<file path="src/rtl/irq_controller_if.sv">
// Signal bundle between the CPU / button chain (master) and the interrupt controller (slave).
interface irq_controller_if #(
    parameter int N_SRC  = 4,
    parameter int ADDR_W = 4
);
    logic              irq;
    logic [N_SRC-1:0]  ie;
    logic              ei;
    logic              di;
    logic              int_req;
    logic              int_ack;
    logic              reti;
    logic [ADDR_W-1:0] vector;
    logic              vec_valid;
    logic              ack;
    logic              in_service;
    logic              spurious;

    modport master (
        output irq, ie, ei, di, int_ack, reti,
        input  int_req, vector, vec_valid, ack, in_service, spurious
    );

    modport slave (
        input  irq, ie, ei, di, int_ack, reti,
        output int_req, vector, vec_valid, ack, in_service, spurious
    );
endinterface

</file>
<file path="src/rtl/irq_controller.sv">
// Single-level interrupt controller: synchronizes the shared irq line, handshakes with the CPU
// and resolves the lowest-index owning button to a jump vector.
//
// state   | meaning
// IDLE    | waiting for synchronized irq with interrupts enabled
// REQ     | int_req asserted, waiting for CPU acknowledge
// ACK     | one cycle: vector valid, ack pulse to buttons
// SERVICE | handler running, new requests ignored until reti
// HOLD    | one cycle for buttons to drop irq before re-arming
module irq_controller #(
    parameter int                N_SRC      = 4,
    parameter int                ADDR_W     = 4,
    parameter logic [ADDR_W-1:0] VEC_BASE   = 4'h8,
    parameter int                VEC_STRIDE = 1,
    parameter logic [ADDR_W-1:0] SPUR_VEC   = 4'hF
) (
    input logic           clock,
    input logic           reset,
    irq_controller_if.slave bus
);
    typedef enum logic [2:0] {IDLE, REQ, ACK, SERVICE, HOLD} state_t;

    state_t            state;
    logic              irq_meta;
    logic              irq_s;
    logic              ien;
    logic              int_req_r;
    logic              vec_valid_r;
    logic              ack_r;
    logic              in_service_r;
    logic              spurious_r;
    logic [ADDR_W-1:0] vector_r;

    int                win_idx;
    logic              owner;
    logic [ADDR_W-1:0] win_vec;

    // Scan from the top so the lowest set bit is the one that sticks.
    always_comb begin
        win_idx = 0;
        owner   = 1'b0;
        for (int i = N_SRC - 1; i >= 0; i--) begin
            if (bus.ie[i]) begin
                win_idx = i;
                owner   = 1'b1;
            end
        end
        win_vec = ADDR_W'(int'(VEC_BASE) + win_idx * VEC_STRIDE);
    end

    always_ff @(posedge clock or negedge reset) begin
        if (!reset) begin
            state        <= IDLE;
            irq_meta     <= 1'b0;
            irq_s        <= 1'b0;
            ien          <= 1'b0;
            int_req_r    <= 1'b0;
            vec_valid_r  <= 1'b0;
            ack_r        <= 1'b0;
            in_service_r <= 1'b0;
            spurious_r   <= 1'b0;
            vector_r     <= '0;
        end else begin
            irq_meta    <= bus.irq;
            irq_s       <= irq_meta;
            vec_valid_r <= 1'b0;
            ack_r       <= 1'b0;

            if (bus.di) begin
                ien <= 1'b0;
            end else if (bus.ei) begin
                ien <= 1'b1;
            end

            // A fresh spurious acknowledge below takes precedence over a same-cycle ei.
            if (bus.ei) begin
                spurious_r <= 1'b0;
            end

            case (state)
                IDLE: begin
                    if (irq_s && ien) begin
                        state     <= REQ;
                        int_req_r <= 1'b1;
                    end
                end
                REQ: begin
                    if (bus.int_ack) begin
                        state        <= ACK;
                        int_req_r    <= 1'b0;
                        vec_valid_r  <= 1'b1;
                        in_service_r <= 1'b1;
                        if (owner) begin
                            vector_r <= win_vec;
                            ack_r    <= 1'b1;
                        end else begin
                            vector_r   <= SPUR_VEC;
                            spurious_r <= 1'b1;
                        end
                    end else if (!irq_s || bus.di) begin
                        state     <= IDLE;
                        int_req_r <= 1'b0;
                    end
                end
                ACK: begin
                    state <= SERVICE;
                end
                SERVICE: begin
                    if (bus.reti) begin
                        state        <= HOLD;
                        in_service_r <= 1'b0;
                    end
                end
                HOLD: begin
                    state <= IDLE;
                end
                default: begin
                    state <= IDLE;
                end
            endcase
        end
    end

    assign bus.int_req    = int_req_r;
    assign bus.vec_valid  = vec_valid_r;
    assign bus.ack        = ack_r;
    assign bus.in_service = in_service_r;
    assign bus.spurious   = spurious_r;
    assign bus.vector     = vector_r;
endmodule

</file>
<file path="src/flat_wrapper.sv">
// flat-port wrapper written by rule: the top's interface ports become plain ports
module irq_controller_flat 
#(
    parameter int                N_SRC      = 4,
    parameter int                ADDR_W     = 4,
    parameter logic [ADDR_W-1:0] VEC_BASE   = 4'h8,
    parameter int                VEC_STRIDE = 1,
    parameter logic [ADDR_W-1:0] SPUR_VEC   = 4'hF
)
  (clock, reset, bus_irq, bus_ie, bus_ei, bus_di, bus_int_ack, bus_reti, bus_int_req, bus_vector, bus_vec_valid, bus_ack, bus_in_service, bus_spurious);
  irq_controller_if #(.N_SRC(N_SRC), .ADDR_W(ADDR_W)) bus_i ();
  input logic clock;
  input logic reset;
  input wire logic [$bits(bus_i.irq)-1:0] bus_irq;
  input wire logic [$bits(bus_i.ie)-1:0] bus_ie;
  input wire logic [$bits(bus_i.ei)-1:0] bus_ei;
  input wire logic [$bits(bus_i.di)-1:0] bus_di;
  input wire logic [$bits(bus_i.int_ack)-1:0] bus_int_ack;
  input wire logic [$bits(bus_i.reti)-1:0] bus_reti;
  output wire logic [$bits(bus_i.int_req)-1:0] bus_int_req;
  output wire logic [$bits(bus_i.vector)-1:0] bus_vector;
  output wire logic [$bits(bus_i.vec_valid)-1:0] bus_vec_valid;
  output wire logic [$bits(bus_i.ack)-1:0] bus_ack;
  output wire logic [$bits(bus_i.in_service)-1:0] bus_in_service;
  output wire logic [$bits(bus_i.spurious)-1:0] bus_spurious;
  assign bus_i.irq = bus_irq;
  assign bus_i.ie = bus_ie;
  assign bus_i.ei = bus_ei;
  assign bus_i.di = bus_di;
  assign bus_i.int_ack = bus_int_ack;
  assign bus_i.reti = bus_reti;
  assign bus_int_req = bus_i.int_req;
  assign bus_vector = bus_i.vector;
  assign bus_vec_valid = bus_i.vec_valid;
  assign bus_ack = bus_i.ack;
  assign bus_in_service = bus_i.in_service;
  assign bus_spurious = bus_i.spurious;
  irq_controller #(.N_SRC(N_SRC), .ADDR_W(ADDR_W), .VEC_BASE(VEC_BASE), .VEC_STRIDE(VEC_STRIDE), .SPUR_VEC(SPUR_VEC)) u_core (.clock(clock), .reset(reset), .bus(bus_i));
endmodule
</file>
<file path="config.mk">
export PLATFORM = sky130hd
export DESIGN_NAME = irq_controller_flat
export DESIGN_NICKNAME = d
export VERILOG_FILES = /design/src/rtl/irq_controller_if.sv /design/src/rtl/irq_controller.sv /design/src/flat_wrapper.sv
export SDC_FILE = /design/constraint.sdc
export NUM_CORES = 1
export LEC_CHECK = 0
export CAP_MARGIN = 20
export CELL_PAD_IN_SITES_DETAIL_PLACEMENT = 1
export CELL_PAD_IN_SITES_GLOBAL_PLACEMENT = 1
export CORE_MARGIN = 4
export CORE_UTILIZATION = 34
export CTS_BUF_LIST = sky130_fd_sc_hd__clkbuf_4 sky130_fd_sc_hd__clkbuf_8
export CTS_CLUSTER_DIAMETER = 100
export CTS_CLUSTER_SIZE = 14
export DETAILED_ROUTE_END_ITERATION = 6
export PLACE_DENSITY_LB_ADDON = 0.1
export SKIP_CTS_REPAIR_TIMING = 1
export SLEW_MARGIN = 20
export SYNTH_ARGS = -nofsm -noshare
export SYNTH_HDL_FRONTEND = slang
export SYNTH_SLANG_ARGS = --single-unit
export TNS_END_PERCENT = 5
</file>
<file path="constraint.sdc">
create_clock -name clock -period 1.4 [get_ports clock]
set_input_delay 0.14 -clock clock [delete_from_list [all_inputs] [get_ports clock]]
set_output_delay 0.14 -clock clock [all_outputs]
set_load 0.02 [all_outputs]
</file>
## Yosys cells after proc, flatten, opt, wreduce, memory -nomap -nowiden

Index checks and enable logic that the tools add are counted.

- $add $sub $neg: 1
- Equality and inequality tests: 7
- Multiplexer cells: 32
- Reductions and logical operators: 11

Operator list:

| kind | number |
|---|---|
| $mux W1 | 20 |
| $mux W3 | 4 |
| $mux W4 | 3 |
| $pmux W3 S4 | 1 |
| $reduce_and A3 Y1 | 3 |
| $eq A3 B2 Y1 const B | 2 |
| $reduce_bool A2 Y1 | 3 |
| $add A4 B4 Y4 const A | 1 |
| $mux W2 | 2 |
| $ne A2 B2 Y1 const B | 2 |
| $pmux W1 S2 | 2 |
| $eq A3 B1 Y1 const B | 1 |
| $logic_not A3 Y1 | 1 |
| $ne A3 B2 Y1 const B | 1 |
| $ne A2 B1 Y1 const B | 1 |
| $reduce_and A2 Y1 | 1 |
| $logic_and A1 B1 Y1 | 1 |
| $logic_not A1 Y1 | 1 |
| $logic_or A1 B1 Y1 | 1 |

- Bits in registers: 15
- Input port bits: 11
- Output and inout bits: 9
- Word-level logic and storage cells: 61

## Logic depth before layout (Yosys ltp)

Gate-level depths: netlist (run 1).

- Word-level depth: 7
- Gate-level depth with buffers: 6

## Worst setup path before layout (run 1)

Ideal clock, no wire load.

- Kind: register to register
- From: register u_core.state[1]
- To: register u_core.vector_r[0] (netlist: u_core.bus.vector[0])
- Setup time: 0.092 ns
- Arrival: 0.997 ns
- Slack: 0.311 ns
- Stages on the path, launching flop included: 5
- Clock period less this slack: 1.089 ns
- Path through: dfrtp_1 buf_6 nand4bb_1 buf_6 o31ai_2

- Word-level cells in the longest chain between the ends: 2

Ends and longest elaborated chain:

| element | line | source |
|---|---|---|
| start: declaration | irq_controller.sv:23 | `state_t state;` |
| start signal: assignment | irq_controller.sv:53 | `state <= IDLE;` |
| start signal: assignment | irq_controller.sv:83 | `state <= REQ;` |
| start signal: assignment | irq_controller.sv:89 | `state <= ACK;` |
| $eq A3 B1 Y1 | irq_controller.sv:80 | `case (state)` |
| $reduce_and A2 Y1 (no source line) | - |  |
| end signal: assignment | irq_controller.sv:94 | `vector_r <= win_vec;` |
| end: declaration | irq_controller.sv:32 | `logic [ADDR_W-1:0] vector_r;` |

Every way passes these cells.
A chain may end at the register's enable or synchronous reset.

## Worst setup path after layout (run 1)

- From: register u_core.vec_valid_r (netlist: u_core.bus.vec_valid)
- To: output port bus_vec_valid

RTL lines:

| element | line | source |
|---|---|---|
| start: declaration | irq_controller.sv:28 | `logic vec_valid_r;` |
| start signal: assignment | irq_controller.sv:58 | `vec_valid_r <= 1'b0;` |
| start signal: assignment | irq_controller.sv:66 | `vec_valid_r <= 1'b0;` |
| start signal: assignment | irq_controller.sv:91 | `vec_valid_r <= 1'b1;` |
| end: declaration | flat_wrapper.sv:22 | `output wire logic [$bits(bus_i.vec_valid)-1:0] bus_vec_valid;` |

No word-level cell between the ends.

==> out/qor.yml, run 1 <==
outcome: "finished, final reports clean"
clkTransAtPathRegs_ns: 0.09
syn_area_um2: 586
drtIter0Drc: 2
timing.max_cap.violations: 0
row_count: 14
synth_ff_type: "dfrtp_1"
fmax_mhz: 732
critPathLaunchType: "register"
ant_nets: 0
fp.coreArea_mm2: 0.00156
slowest_stage: "clkdlybuf4s50_1"
slew-limit-headroom: 0.772
yosys_warnings: 0
final_nets: 88
rsz0062_at_grt: "no"
ctsHtreeMaxLevel: 1
place_ws_ns: 0.0857
grt_max_degree: 16
hold_viol: 0
critPathBufInv: 1
routed_wl_um: 1220
grt_usage: 0.113
tritoncts: "built"
die_h_um: 49.5
worstPathRequired_ns: 1.26
io_buffers: 19
hold_slack_ns: 0.179
cts_buffers: 3
slew_viol_final: 0
synth_seq_cells: 15
dr.pass1.iters: 2
grt_pass1_wl_um: 2120
r2r-end: "u_core.bus.vector[0]"
placed_area_um2: 811
dieArea_mm2: 0.00245
drc: 0
reg2regPathDepth: 3
arrival_ns: 1.23
cts_root_buf: "clkbuf_4"
r2r-start: "u_core.state[2]"
cp_cell_sequence: "clkdlybuf4s50_1"
drive_above_1_share: 0.158
initial_core_util: 0.376
ir_drop_mv: 0.620
holdCritPathClass: "input port to asynchronous set/reset pin"
dr_total_vias: 454
synth_top_area_frac: 0.641
leakage_nw: 0.475
cts_max_path_buffers: 2
syn-num-nets: 61
cpPeakStageDelay_ns: 0.60
worst_slew_pin_slew_ns: 0.339
grt_overflow_total: 0
crit_type: "register to output port"
async_reset_ff_frac: 1.00
synth_most_common_cell: "dfrtp_1"
setup_violations: 0
antennaDiodeCount: 0
ys_seq_area_frac: 0.641
worst-path-stages: 1
routedWlPerCell_um: 13.2
fin_crit_sh: 0.976
vias_per_cell: 4.93
clkLatencyLatePin_ns: 0.28
final_cell_area_um2: 858
synth_area_leaders: "dfrtp_1, nand2_1, o31ai_2"
min_period_ns: 1.37
synth_top_area_cell: "dfrtp_1"
synthTopCellsByCount: "dfrtp_1, nand2_1, nor2_1"
post-route-util: 0.551
finClkSkew_ns: 0.00164
netlist_instances: 50
clock_sinks: 15
grt_pass1_vias: 499
fin_ws_ns: 0.0332
dp_hpwl_um: 951
antenna_found_initial: 0
critPathTopFamily: "buffers and inverters"
syn_avg_cell_area_um2: 11.7
synth_cell_type_count: 19
p_per_area_mw_per_mm2: 1630
chipWidth_um: 49.5
path_max_fanout: 1
area_delta_synth_final_pct: 46.6
end_kind: "output port"
ios: 20
gp_congestion: 0.705
r2r_slack_ns: 0.29
synth_edf_count: 0
## layout by cell type (no fill, tap or decap), types with 2 or more instances in the layout
master,netlist,final
a21oi_1,2,2
nor2_1,4,4
dfrtp_1,15,15
nor3b_1,2,2
dlymetal6s2s_1,0,8
clkbuf_4,0,3
clkdlybuf4s50_1,0,11
buf_4,0,5
inv_1,2,2
nand2_1,8,8
a211oi_1,2,2
o21ai_0,2,2
o31ai_2,2,2
## per-stage QoR
stage / TNS (ns) / total power, mW / instances
finish: 0 / 1.40 / 92
global route: 0 / 1.51 / 92
CTS: -0.0795 / 1.44 / 92
detailed placement: 0 / 1.19 / 88
global placement: 0 / 1.18 / 88
floorplan: 0 / 0.950 / 50
## registers in the layout (all words and copies together), names as in the netlist
name,flops
u_core.bus.ack,1
u_core.bus.in_service,1
u_core.bus.int_req,1
u_core.bus.spurious,1
u_core.bus.vec_valid,1
u_core.bus.vector,4
u_core.ien,1
u_core.irq_meta,1
u_core.irq_s,1
u_core.state,3
## layout make-up
class | count | area, µm²
clock inverter | 1 | 5.00
sequential | 15 | 375
clock buffer | 3 | 22.5
inverter | 3 | 11.3
tap | 16 | 20.0
fill | 175 | 701
timing repair buffer | 24 | 248
multi-input combinational | 30 | 176
## routing by layer
layer	track usage	vias to the layer above	part of all wire
met5	0	-	0
met4	0.0415	0	0
met3	0.0392	0	0.049
met2	0.181	12	0.49
met1	0.140	219	0.46
li1	-	223	-
## cells by family (layout without fill, tap and decap cells)
family,count (synthesis),after routing,synth area share
and+or+nand+nor,19,19,0.167
AOI/OAI and AO/OA,11,11,0.135
buffers and inverters,5,31,0.0577
DFF,15,15,0.641
## power by group
part,internal (mW),leakage [nW],switching (mW)
logic,0.262,0.270,0.271
registers,0.546,0.187,0.0747
clock network,0.106,0.0177,0.139
## worst max-delay path by stage
stage	start	end	slack (ns)
2_1_floorplan	u_core.state[1]	u_core.bus.vector[0]	0.31
3_3_place_gp	bus_ie[1]	u_core.bus.spurious	0.08
3_5_place_dp	bus_int_ack	u_core.state[0]	0.09
4_1_cts	u_core.bus.int_req	bus_int_req	-0.04
5_1_grt	u_core.bus.vec_valid	bus_vec_valid	0.003
6_report	u_core.bus.vec_valid	bus_vec_valid	0.03
Note: power is estimated with default switching activity, not from simulation.
==> run 2, diff against run 1 <==
Settings changed: CORE_AREA from default to 4 4 41 43, CORE_MARGIN 4 to default, CORE_UTILIZATION 34 to default, DIE_AREA from default to 0 0 45 47, DONT_BUFFER_PORTS from default to 1.
==> run 2 against run 1 <==
Effect of this change: register-to-register slack worse by 0.14 ns; sequential power is 19% higher; non-clock buffer count is 16 lower; maximum frequency is 9.4% higher; count of clock-buffer cells in the layout is 1 higher; cell count is 18% lower; largest power group unchanged.
==> out/qor.yml, run 2 (same netlist as run 1, synthesis figures left out) <==
setup_violations: 0
setup_tns_ns: 0
placed_area_um2: 589
stdcell_count: 75
dp_hpwl_um: 946
timing.max_cap.violations: 0
drive_above_1_share: 0.150
grt_usage: 0.141
vias_per_cell: 5.40
grt_max_degree: 16
fp.coreArea_mm2: 0.00130
chipWidth_um: 45
crit_start: "u_core.state[2]"
leakage_nw: 0.313
routedWlPerCell_um: 17.8
dr_total_vias: 405
power_frac_comb: 0.225
ctsHtreeMaxLevel: 1
arrival_ns: 1.44
grt_pass1_vias: 435
most-common-layout-cells: "dfrtp_1, nand2_1, dlygate4sd3_1"
final_nets: 72
critPathTopFamily: "flip-flops"
cts_root_buf: "clkbuf_4"
internal_power_uw: 811
holdCritPathClass: "input port to register"
end_kind: "register"
fmax_mhz: 800
worst-path-stages: 2
path_max_fanout: 9
dr.pass1.iters: 2
area_delta_synth_final_pct: 18.6
fin_crit_sh: 0.893
hold_slack_ns: 0.0192
clkLatencyLatePin_ns: 0.28
grt_overflow_total: 0
post-route-util: 0.534
reg2regPathDepth: 2
antenna_found_initial: 0
finalPower_mw: 1.30
fin_ws_ns: 0.150
final_cell_area_um2: 694
die_h_um: 47
cts_buffers: 3
slew-limit-headroom: 0.549
r2r-start: "u_core.state[2]"
p_per_area_mw_per_mm2: 1870
cts_max_path_buffers: 2
worst_slew_pin_slew_ns: 0.674
dpl.cell_count: 64
drtIter0Drc: 1
r2r_slack_ns: 0.15
initial_core_util: 0.450
worstPathRequired_ns: 1.59
outcome: "finished, final reports clean"
place_ws_ns: 0.0767
critPathLaunchType: "register"
row_count: 13
layout_commonest_cell: "dfrtp_1"
clkTransAtPathRegs_ns: 0.09
ir_drop_mv: 0.789
largest_reg_flops: 4
gp_congestion: 0.656
min_period_ns: 1.25
drc: 0
hold_depth: 2
power.switching_uw: 491
critPathBufInv: 0
dieArea_mm2: 0.00212
r2r-end: "u_core.bus.vector[0]"
grt_pass1_wl_um: 2040
cp_cell_sequence: "nand4bb_2 > o31ai_2"
ant_nets: 0
seqPwrFrac: 0.569
slowest_stage: "dfrtp_1"
antennaDiodeCount: 0
hold_viol: 0
routed_wl_um: 1340
crit_end: "u_core.bus.vector[0]"
p_clk_frac: 0.206
ios: 20
crit_type: "register to register"
slew_viol_final: 0
sw_frac_of_total: 0.377
rsz0062_at_grt: "no"
clock_sinks: 15
finClkSkew_ns: 0.00227
tritoncts: "built"
io_buffers: 0
cpPeakStageDelay_ns: 0.44
==> run 2: cell count changes in the layout (fill, tap and decap cells not counted), sizes merged <==
cell           change
buf                -4
clkbuf             +1
dlygate4sd3        +7
clkdlybuf4s50     -11
dlymetal6s2s       -8
clkinv             -1
==> run 2: power by group through the flow <==
stage | Clock (mW) | Combinational (mW) | Sequential [mW]
finish | 0.268 | 0.293 | 0.740
global route | 0.294 | 0.333 | 0.754
CTS | 0.275 | 0.261 | 0.739
detailed placement | 0 | 0.258 | 0.746
global placement | 0 | 0.231 | 0.735
floorplan | 0 | 0.239 | 0.712
==> run 2: cell type report <==
type / count / area (µm²)
clock buffers: 4 / 30.0
fillers: 142 / 607
inverters: 3 / 11.3
multi-input cells: 30 / 181
flip-flops and latches: 15 / 375
well taps: 15 / 18.8
repair buffers: 8 / 77.6
==> run 2: how the worst min path moves through the flow <==
stage                                 to  slack [ns]       from
finish                    u_core.bus.ack        0.02  bus_ie[3]
global route              u_core.bus.ack        0.02  bus_ie[3]
CTS                 u_core.bus.vector[0]       -0.47      reset
detailed placement       u_core.state[0]       -0.16      reset
global placement         u_core.state[0]       -0.16      reset
floorplan                 u_core.bus.ack       -0.16      reset
==> run 2: per-layer routing <==
metal / track usage / up-vias / share of wire
li1: - / 191 / -
met1: 0.149 / 200 / 0.40
met4: 0.0702 / 0 / 0.0030
met5: 0 / - / 0
met2: 0.254 / 12 / 0.53
met3: 0.0421 / 2 / 0.064
